$ cat config.mk
export PLATFORM = sky130hd
export DESIGN_NAME = uart_tx_frame_flat
export DESIGN_NICKNAME = d
export VERILOG_FILES = /design/src/rtl/uart_pkg.sv /design/src/rtl/uart_tx_frame_if.sv /design/src/rtl/uart_baud_gen.sv /design/src/rtl/uart_tx_frame.sv /design/src/flat_wrapper.sv
export SDC_FILE = /design/constraint.sdc
export NUM_CORES = 1
export LEC_CHECK = 0
export BUFFER_PORTS_ARGS = -buffer_cell sky130_fd_sc_hd__clkbuf_2
export CAP_MARGIN = 20
export CORE_AREA = 2 2 55 57
export CTS_CLUSTER_SIZE = 24
export DETAILED_ROUTE_END_ITERATION = 8
export DIE_AREA = 0 0 57 59
export PLACE_DENSITY = 0.74
export SETUP_SLACK_MARGIN = 0.05
export SLEW_MARGIN = 20
export SYNTH_ARGS = -nofsm -noshare
export SYNTH_HDL_FRONTEND = slang
export SYNTH_SLANG_ARGS = --single-unit
$ cat constraint.sdc
create_clock -name CLK -period 2.43 [get_ports CLK]
set_input_delay 0.1215 -clock CLK [delete_from_list [all_inputs] [get_ports CLK]]
set_output_delay 0.1215 -clock CLK [all_outputs]
set_load 0.1 [all_outputs]
$ cat src/rtl/uart_pkg.sv
// Shared definitions for the UART blocks: state encoding, parity modes,
// legal parameter bounds and a parity helper.
package uart_pkg;

    localparam int DATA_BITS_MIN   = 5;
    localparam int DATA_BITS_MAX   = 9;
    localparam int STOP_BITS_MIN   = 1;
    localparam int STOP_BITS_MAX   = 2;
    localparam int CLK_DIV_MIN     = 2;
    localparam int CLK_DIV_DEFAULT = 434;

    typedef enum logic [2:0] {
        ST_IDLE   = 3'd0,
        ST_START  = 3'd1,
        ST_DATA   = 3'd2,
        ST_PARITY = 3'd3,
        ST_STOP   = 3'd4
    } tx_state_t;

    typedef enum logic {
        PAR_EVEN = 1'b0,
        PAR_ODD  = 1'b1
    } parity_mode_t;

    // Zero-extension to the widest word leaves the XOR unchanged.
    function automatic logic parity_of(input logic [DATA_BITS_MAX-1:0] data,
                                       input parity_mode_t mode);
        return (^data) ^ (mode == PAR_ODD);
    endfunction

endpackage

$ cat src/rtl/uart_tx_frame_if.sv
// Word handshake between the host-side source and the UART transmitter.
interface uart_tx_frame_if #(
    parameter int DATA_BITS = 8
);
    logic                 TX_Valid;
    logic                 TX_Ready;
    logic [DATA_BITS-1:0] TX_Data;

    modport master (output TX_Valid, output TX_Data, input TX_Ready);
    modport slave  (input TX_Valid, input TX_Data, output TX_Ready);
endinterface

$ cat src/rtl/uart_baud_gen.sv
// Restartable bit-period counter: ticks once every CLK_DIV enabled cycles.
// Shared with the future receiver, so it knows nothing about frames.
module uart_baud_gen
    import uart_pkg::*;
#(
    parameter int CLK_DIV = CLK_DIV_DEFAULT
) (
    input  logic CLK,
    input  logic RST,
    input  logic clear,
    input  logic enable,
    output logic tick
);

    localparam int CNT_W = (CLK_DIV > 1) ? $clog2(CLK_DIV) : 1;
    localparam logic [CNT_W-1:0] CNT_LAST = CNT_W'(CLK_DIV - 1);

    logic [CNT_W-1:0] count;

    // Count 0..CLK_DIV-1 while enabled, wrapping at the end of each bit.
    always_ff @(posedge CLK or posedge RST) begin
        if (RST) begin
            count <= '0;
        end else if (clear) begin
            count <= '0;
        end else if (enable) begin
            if (count == CNT_LAST) begin
                count <= '0;
            end else begin
                count <= count + 1'b1;
            end
        end
    end

    assign tick = enable && !clear && (count == CNT_LAST);

endmodule

$ cat src/rtl/uart_tx_frame.sv
// Parametrised UART transmitter with valid/ready word input.
// Optional parity support is compiled in with UART_TX_PARITY_EN.
module uart_tx_frame
    import uart_pkg::*;
#(
    parameter int DATA_BITS = 8,
    parameter int CLK_DIV   = CLK_DIV_DEFAULT,
    parameter int STOP_BITS = 1
) (
    input  logic              CLK,
    input  logic              RST,
    uart_tx_frame_if.slave    tx,
`ifdef UART_TX_PARITY_EN
    input  logic              PAR_En_In,
    input  logic              PAR_Odd_In,
`endif
    output logic              TX_Busy,
    output logic              TX_Done_Sig,
    output logic              TX_Pin_Out
);

    if (DATA_BITS < DATA_BITS_MIN || DATA_BITS > DATA_BITS_MAX) begin : g_bad_data_bits
        $error("uart_tx_frame: DATA_BITS must be in 5..9");
    end
    if (STOP_BITS < STOP_BITS_MIN || STOP_BITS > STOP_BITS_MAX) begin : g_bad_stop_bits
        $error("uart_tx_frame: STOP_BITS must be 1 or 2");
    end
    if (CLK_DIV < CLK_DIV_MIN) begin : g_bad_clk_div
        $error("uart_tx_frame: CLK_DIV must be at least 2");
    end

    localparam int BIT_W = $clog2(DATA_BITS);
    localparam logic [BIT_W-1:0] BIT_LAST  = BIT_W'(DATA_BITS - 1);
    localparam logic             STOP_LAST = 1'(STOP_BITS - 1);

    tx_state_t            state;
    logic [DATA_BITS-1:0] shift;
    logic [BIT_W-1:0]     bit_cnt;
    logic                 stop_cnt;
    logic                 ready;
    logic                 bit_tick;
`ifdef UART_TX_PARITY_EN
    logic                 par_en;
    logic                 par_bit;
`endif

    assign tx.TX_Ready = ready;

    uart_baud_gen #(
        .CLK_DIV (CLK_DIV)
    ) u_baud (
        .CLK    (CLK),
        .RST    (RST),
        .clear  (state == ST_IDLE),
        .enable (state != ST_IDLE),
        .tick   (bit_tick)
    );

    // Frame sequencer: every output is registered so the pin never glitches.
    always_ff @(posedge CLK or posedge RST) begin
        if (RST) begin
            state       <= ST_IDLE;
            shift       <= '0;
            bit_cnt     <= '0;
            stop_cnt    <= 1'b0;
            ready       <= 1'b1;
            TX_Busy     <= 1'b0;
            TX_Done_Sig <= 1'b0;
            TX_Pin_Out  <= 1'b1;
`ifdef UART_TX_PARITY_EN
            par_en      <= 1'b0;
            par_bit     <= 1'b0;
`endif
        end else begin
            TX_Done_Sig <= 1'b0;
            case (state)
                ST_IDLE: begin
                    ready      <= 1'b1;
                    TX_Busy    <= 1'b0;
                    TX_Pin_Out <= 1'b1;
                    if (tx.TX_Valid && ready) begin
                        shift      <= tx.TX_Data;
`ifdef UART_TX_PARITY_EN
                        par_en     <= PAR_En_In;
                        par_bit    <= parity_of(DATA_BITS_MAX'(tx.TX_Data),
                                                parity_mode_t'(PAR_Odd_In));
`endif
                        bit_cnt    <= '0;
                        stop_cnt   <= 1'b0;
                        ready      <= 1'b0;
                        TX_Busy    <= 1'b1;
                        TX_Pin_Out <= 1'b0;
                        state      <= ST_START;
                    end
                end
                ST_START: begin
                    if (bit_tick) begin
                        TX_Pin_Out <= shift[0];
                        shift      <= shift >> 1;
                        state      <= ST_DATA;
                    end
                end
                ST_DATA: begin
                    if (bit_tick) begin
                        if (bit_cnt == BIT_LAST) begin
`ifdef UART_TX_PARITY_EN
                            if (par_en) begin
                                TX_Pin_Out <= par_bit;
                                state      <= ST_PARITY;
                            end else begin
                                TX_Pin_Out <= 1'b1;
                                state      <= ST_STOP;
                            end
`else
                            TX_Pin_Out <= 1'b1;
                            state      <= ST_STOP;
`endif
                        end else begin
                            bit_cnt    <= bit_cnt + 1'b1;
                            TX_Pin_Out <= shift[0];
                            shift      <= shift >> 1;
                        end
                    end
                end
`ifdef UART_TX_PARITY_EN
                ST_PARITY: begin
                    if (bit_tick) begin
                        TX_Pin_Out <= 1'b1;
                        state      <= ST_STOP;
                    end
                end
`endif
                ST_STOP: begin
                    if (bit_tick) begin
                        if (stop_cnt == STOP_LAST) begin
                            state       <= ST_IDLE;
                            ready       <= 1'b1;
                            TX_Busy     <= 1'b0;
                            TX_Done_Sig <= 1'b1;
                        end else begin
                            stop_cnt <= stop_cnt + 1'b1;
                        end
                    end
                end
                default: begin
                    state      <= ST_IDLE;
                    ready      <= 1'b1;
                    TX_Busy    <= 1'b0;
                    TX_Pin_Out <= 1'b1;
                end
            endcase
        end
    end

endmodule

$ cat src/flat_wrapper.sv
// flat-port wrapper written by rule: the top's interface ports become plain ports
module uart_tx_frame_flat import uart_pkg::*;
#(
    parameter int DATA_BITS = 8,
    parameter int CLK_DIV   = CLK_DIV_DEFAULT,
    parameter int STOP_BITS = 1
)
  (CLK, RST, TX_Busy, TX_Done_Sig, TX_Pin_Out, tx_TX_Valid, tx_TX_Data, tx_TX_Ready);
  uart_tx_frame_if #(.DATA_BITS(DATA_BITS)) tx_i ();
  input  logic CLK;
  input  logic RST;
  output logic TX_Busy;
  output logic TX_Done_Sig;
  output logic TX_Pin_Out;
  input wire logic [$bits(tx_i.TX_Valid)-1:0] tx_TX_Valid;
  input wire logic [$bits(tx_i.TX_Data)-1:0] tx_TX_Data;
  output wire logic [$bits(tx_i.TX_Ready)-1:0] tx_TX_Ready;
  assign tx_i.TX_Valid = tx_TX_Valid;
  assign tx_i.TX_Data = tx_TX_Data;
  assign tx_TX_Ready = tx_i.TX_Ready;
  uart_tx_frame #(.DATA_BITS(DATA_BITS), .CLK_DIV(CLK_DIV), .STOP_BITS(STOP_BITS)) u_core (.CLK(CLK), .RST(RST), .tx(tx_i), .TX_Busy(TX_Busy), .TX_Done_Sig(TX_Done_Sig), .TX_Pin_Out(TX_Pin_Out));
endmodule
==> impl_results.md <==
* Clock Tree Buf Depth at 2
* Mapped cell area at 1500 um^2
* Avg Cell Area, Syn at 10.4 um^2
* Required time of the critical path at 2650 ps
* Fin crit share at approximately 87%
* Worst Hold Path Cells at 3
* Tightest Pin Transition at 941 ps
* Vias in the first global route at 1121
* Core ar. at 2710 um^2
* RSZ-0062 raised after global routing: no
* Synth top area cells: dfrtp_1 (42%), mux2_2 (12%), nor2_1 (4.7%), dfstp_2 (3.5%), ha_1 (3.3%)
* Final WL at 2660 um
* Total Power at 1.22 mW
* Inst Count DP at 185
* DP Area at 1590 um^2
* Layout net count at approximately 180
* R2R depth at 6
* Worst IR drop on VDD at 0.542 mV
* Final instance area at between 1500 and 2000 um^2
* Kind of critical path: reg2reg
* Worst Setup Start Kind: register
* Starting Density at a little under three fifths
* Most common library cells after synthesis: dfrtp_1 (25), nor2_1 (19), mux2_2 (16), nand3_1 (8), nand2_1 (7)
* HPWL after DPL at 1980 um
* Netlist cell types at 38
* Finished Core Util at about three fifths
* Final ANT Viol Nets at 0
* GRT Overall Usage at 18.1%
* Drt first pass iters at 4
* Sw Pwr at around 0.45 mW
* Wire per inst at between 10 and 15 um
* H-Tree Depth at 1
* Number of I/O port buffers at 14
* Post-Synthesis Cells at between 100 and 150
* Final cell count without fillers at 190
* Gr ovfl total at 0
* P&R area growth vs syn at 8.41%
* First-pass GRT wire length at 4890 um
* Synth Register Bits at 27
* Setup TNS at 0 ps
* Die height at 59 um
* Pre-CTS WS at 343 ps
* Initial DRC count at 39
* Post-synth top area share at 41.6%
* Largest fanout on the critical path at 8
* P_int at ~0.77 mW
* Net count after synthesis at 160
* Clock Sinks at 27
* Fillers at 238
* Vias per inst at about 5.8
* CP endpoint kind: register
* DR DRC count at 0
* Status: completed
* Crit path time final at 2110 ps
* Clock network fraction of design power at ~16%
* Comb pwr share at 30.2%
* Num CTS Buffers at 3
* Leakage power at 0.722 nW
* Switching Fraction at 37.1%
* Asr flop ratio synth at 100%
* Largest net degree at the start of global routing at 28
* Final critical-path setup slack at 317 ps
* Max_slew headroom at 36.9%
* Final Setup Violations at 0
* Post-CTS setup buffer count at 0
* Rows at 19
* Clk slew on worst S/H paths at roughly 140 ps
* Seq pwr share at 54.0%
* Yosys warning total at 0
* Antenna violations before repair at 0
* Arr. time, crit path at 2330 ps
* CTS tree: built
* Die width at around 57 um
* Number of synthesized flops with an enable pin at 0
* Diode count at 0
* Pins over their slew limit at 0
* Post-synth top area cell: dfrtp_1
* Full die area at 3360 um^2
* Clk_skew at 7.57 ps
* Sequential share of the synthesized area at 45.1%
* Power per cell area at 747 nW/um^2
* I/O pins at 15
* Vias at 1093
* Gp weighted congestion at about 0.83
* Fmax at 0.473 GHz
* Hold Crit Class: in2reg
* Final Hold Slack at 148 ps
* Count of final hold-check violations at 0
* Layout cells sized above 1 at 25.8%
* Clock Latency Late Sink at roughly 320 ps
* Top FF cell, synth: dfrtp_1
* Max Cap Viol at 0
* Root buf cell: clkbuf_4
* Most common cell in the netlist: dfrtp_1
kinds of logic (layout without fill, tap and decap cells):
group           count (synthesis)  after routing  synth area share [%]
simple gates                   55             55                  19.7
flops                          27             27                  45.1
compound gates                 22             22                  10.7
mux                            18             18                  13.3
buf+inv                        11             25                  3.25
xor+xnor                        8              8                  4.66
fa+ha+maj                       4              4                  3.33
layer usage:
metal  wire, um  vias to the layer above  GRT usage, %
met5          0                        -             0
met4         19                        0          4.65
met3         67                        2          2.62
met2       1260                       18          31.2
met1       1310                      530          24.3
li1           -                      543             -
power groups by stage:
stage          combinational, mW  sequential, mW  clock (mW)
2_1_floorplan              0.212           0.736           0
3_3_place_gp               0.353           0.655           0
3_5_place_dp               0.371           0.665           0
4_1_cts                    0.372           0.655       0.198
5_1_grt                    0.410           0.676       0.211
6_report                   0.368           0.658       0.192
path summary, 6_finish.rpt:
path	start	to	slack [ps]
max	u_core.bit_cnt[0]	u_core.shift[2]	320
max reg2reg	u_core.bit_cnt[0]	u_core.shift[2]	320
min	tx_TX_Data[3]	u_core.shift[3]	150
min reg2reg	u_core.shift[4]	u_core.shift[4]	520
max in group asynchronous	RST	u_core.u_baud.count[2]	1590
min in group asynchronous	RST	u_core.shift[1]	410
registers in the layout (all words and copies together), names as in the netlist:
signal	count
u_core.tx.TX_Ready	1
u_core.state	3
u_core.u_baud.count	9
u_core.TX_Done_Sig	1
u_core.TX_Busy	1
u_core.TX_Pin_Out	1
u_core.bit_cnt	3
u_core.shift	8
layout make-up:
type / count / area [um^2] / share of cell area, %
repair buffers: 17 / 95.1 / 5.84
inverters: 4 / 15.0 / 0.922
multi-input cells: 107 / 776 / 47.6
flip-flops and latches: 27 / 678 / 41.6
clock buffers: 4 / 26.3 / 1.61
well taps: 31 / 38.8 / 2.38
worst max-delay path, stage by stage, from the launching register on:
cell and delay (ps):
dfrtp_1 440, ha_1 220, ha_1 230, o21ai_0 150, o31ai_1 120, o31ai_4 460
mux2_2 390
cells in the final DEF (no fill, tap or decap), types with 2 or more instances in the layout:
master     instances
a21oi_1            4
or3_1              2
mux2_2            16
xnor2_1            5
buf_4              2
nor3_1             5
clkbuf_4           3
nand2_1            7
dfrtp_1           25
a2bb2oi_1          2
nand3_1            8
clkbuf_2          14
dfstp_2            2
o21ai_0            6
o31ai_1            2
inv_1              3
nor2_1            19
a2111oi_0          2
mux2i_1            2
nor2b_1            4
ha_1               4
xor2_1             3
what timing repair did:
item                                   4_1_cts  5_1_grt
hold buffers                                 0        1
endpoints found under the hold margin        0       25
resized for setup                            0        0
No activity file was read; power rests on OpenSTA's default activity.
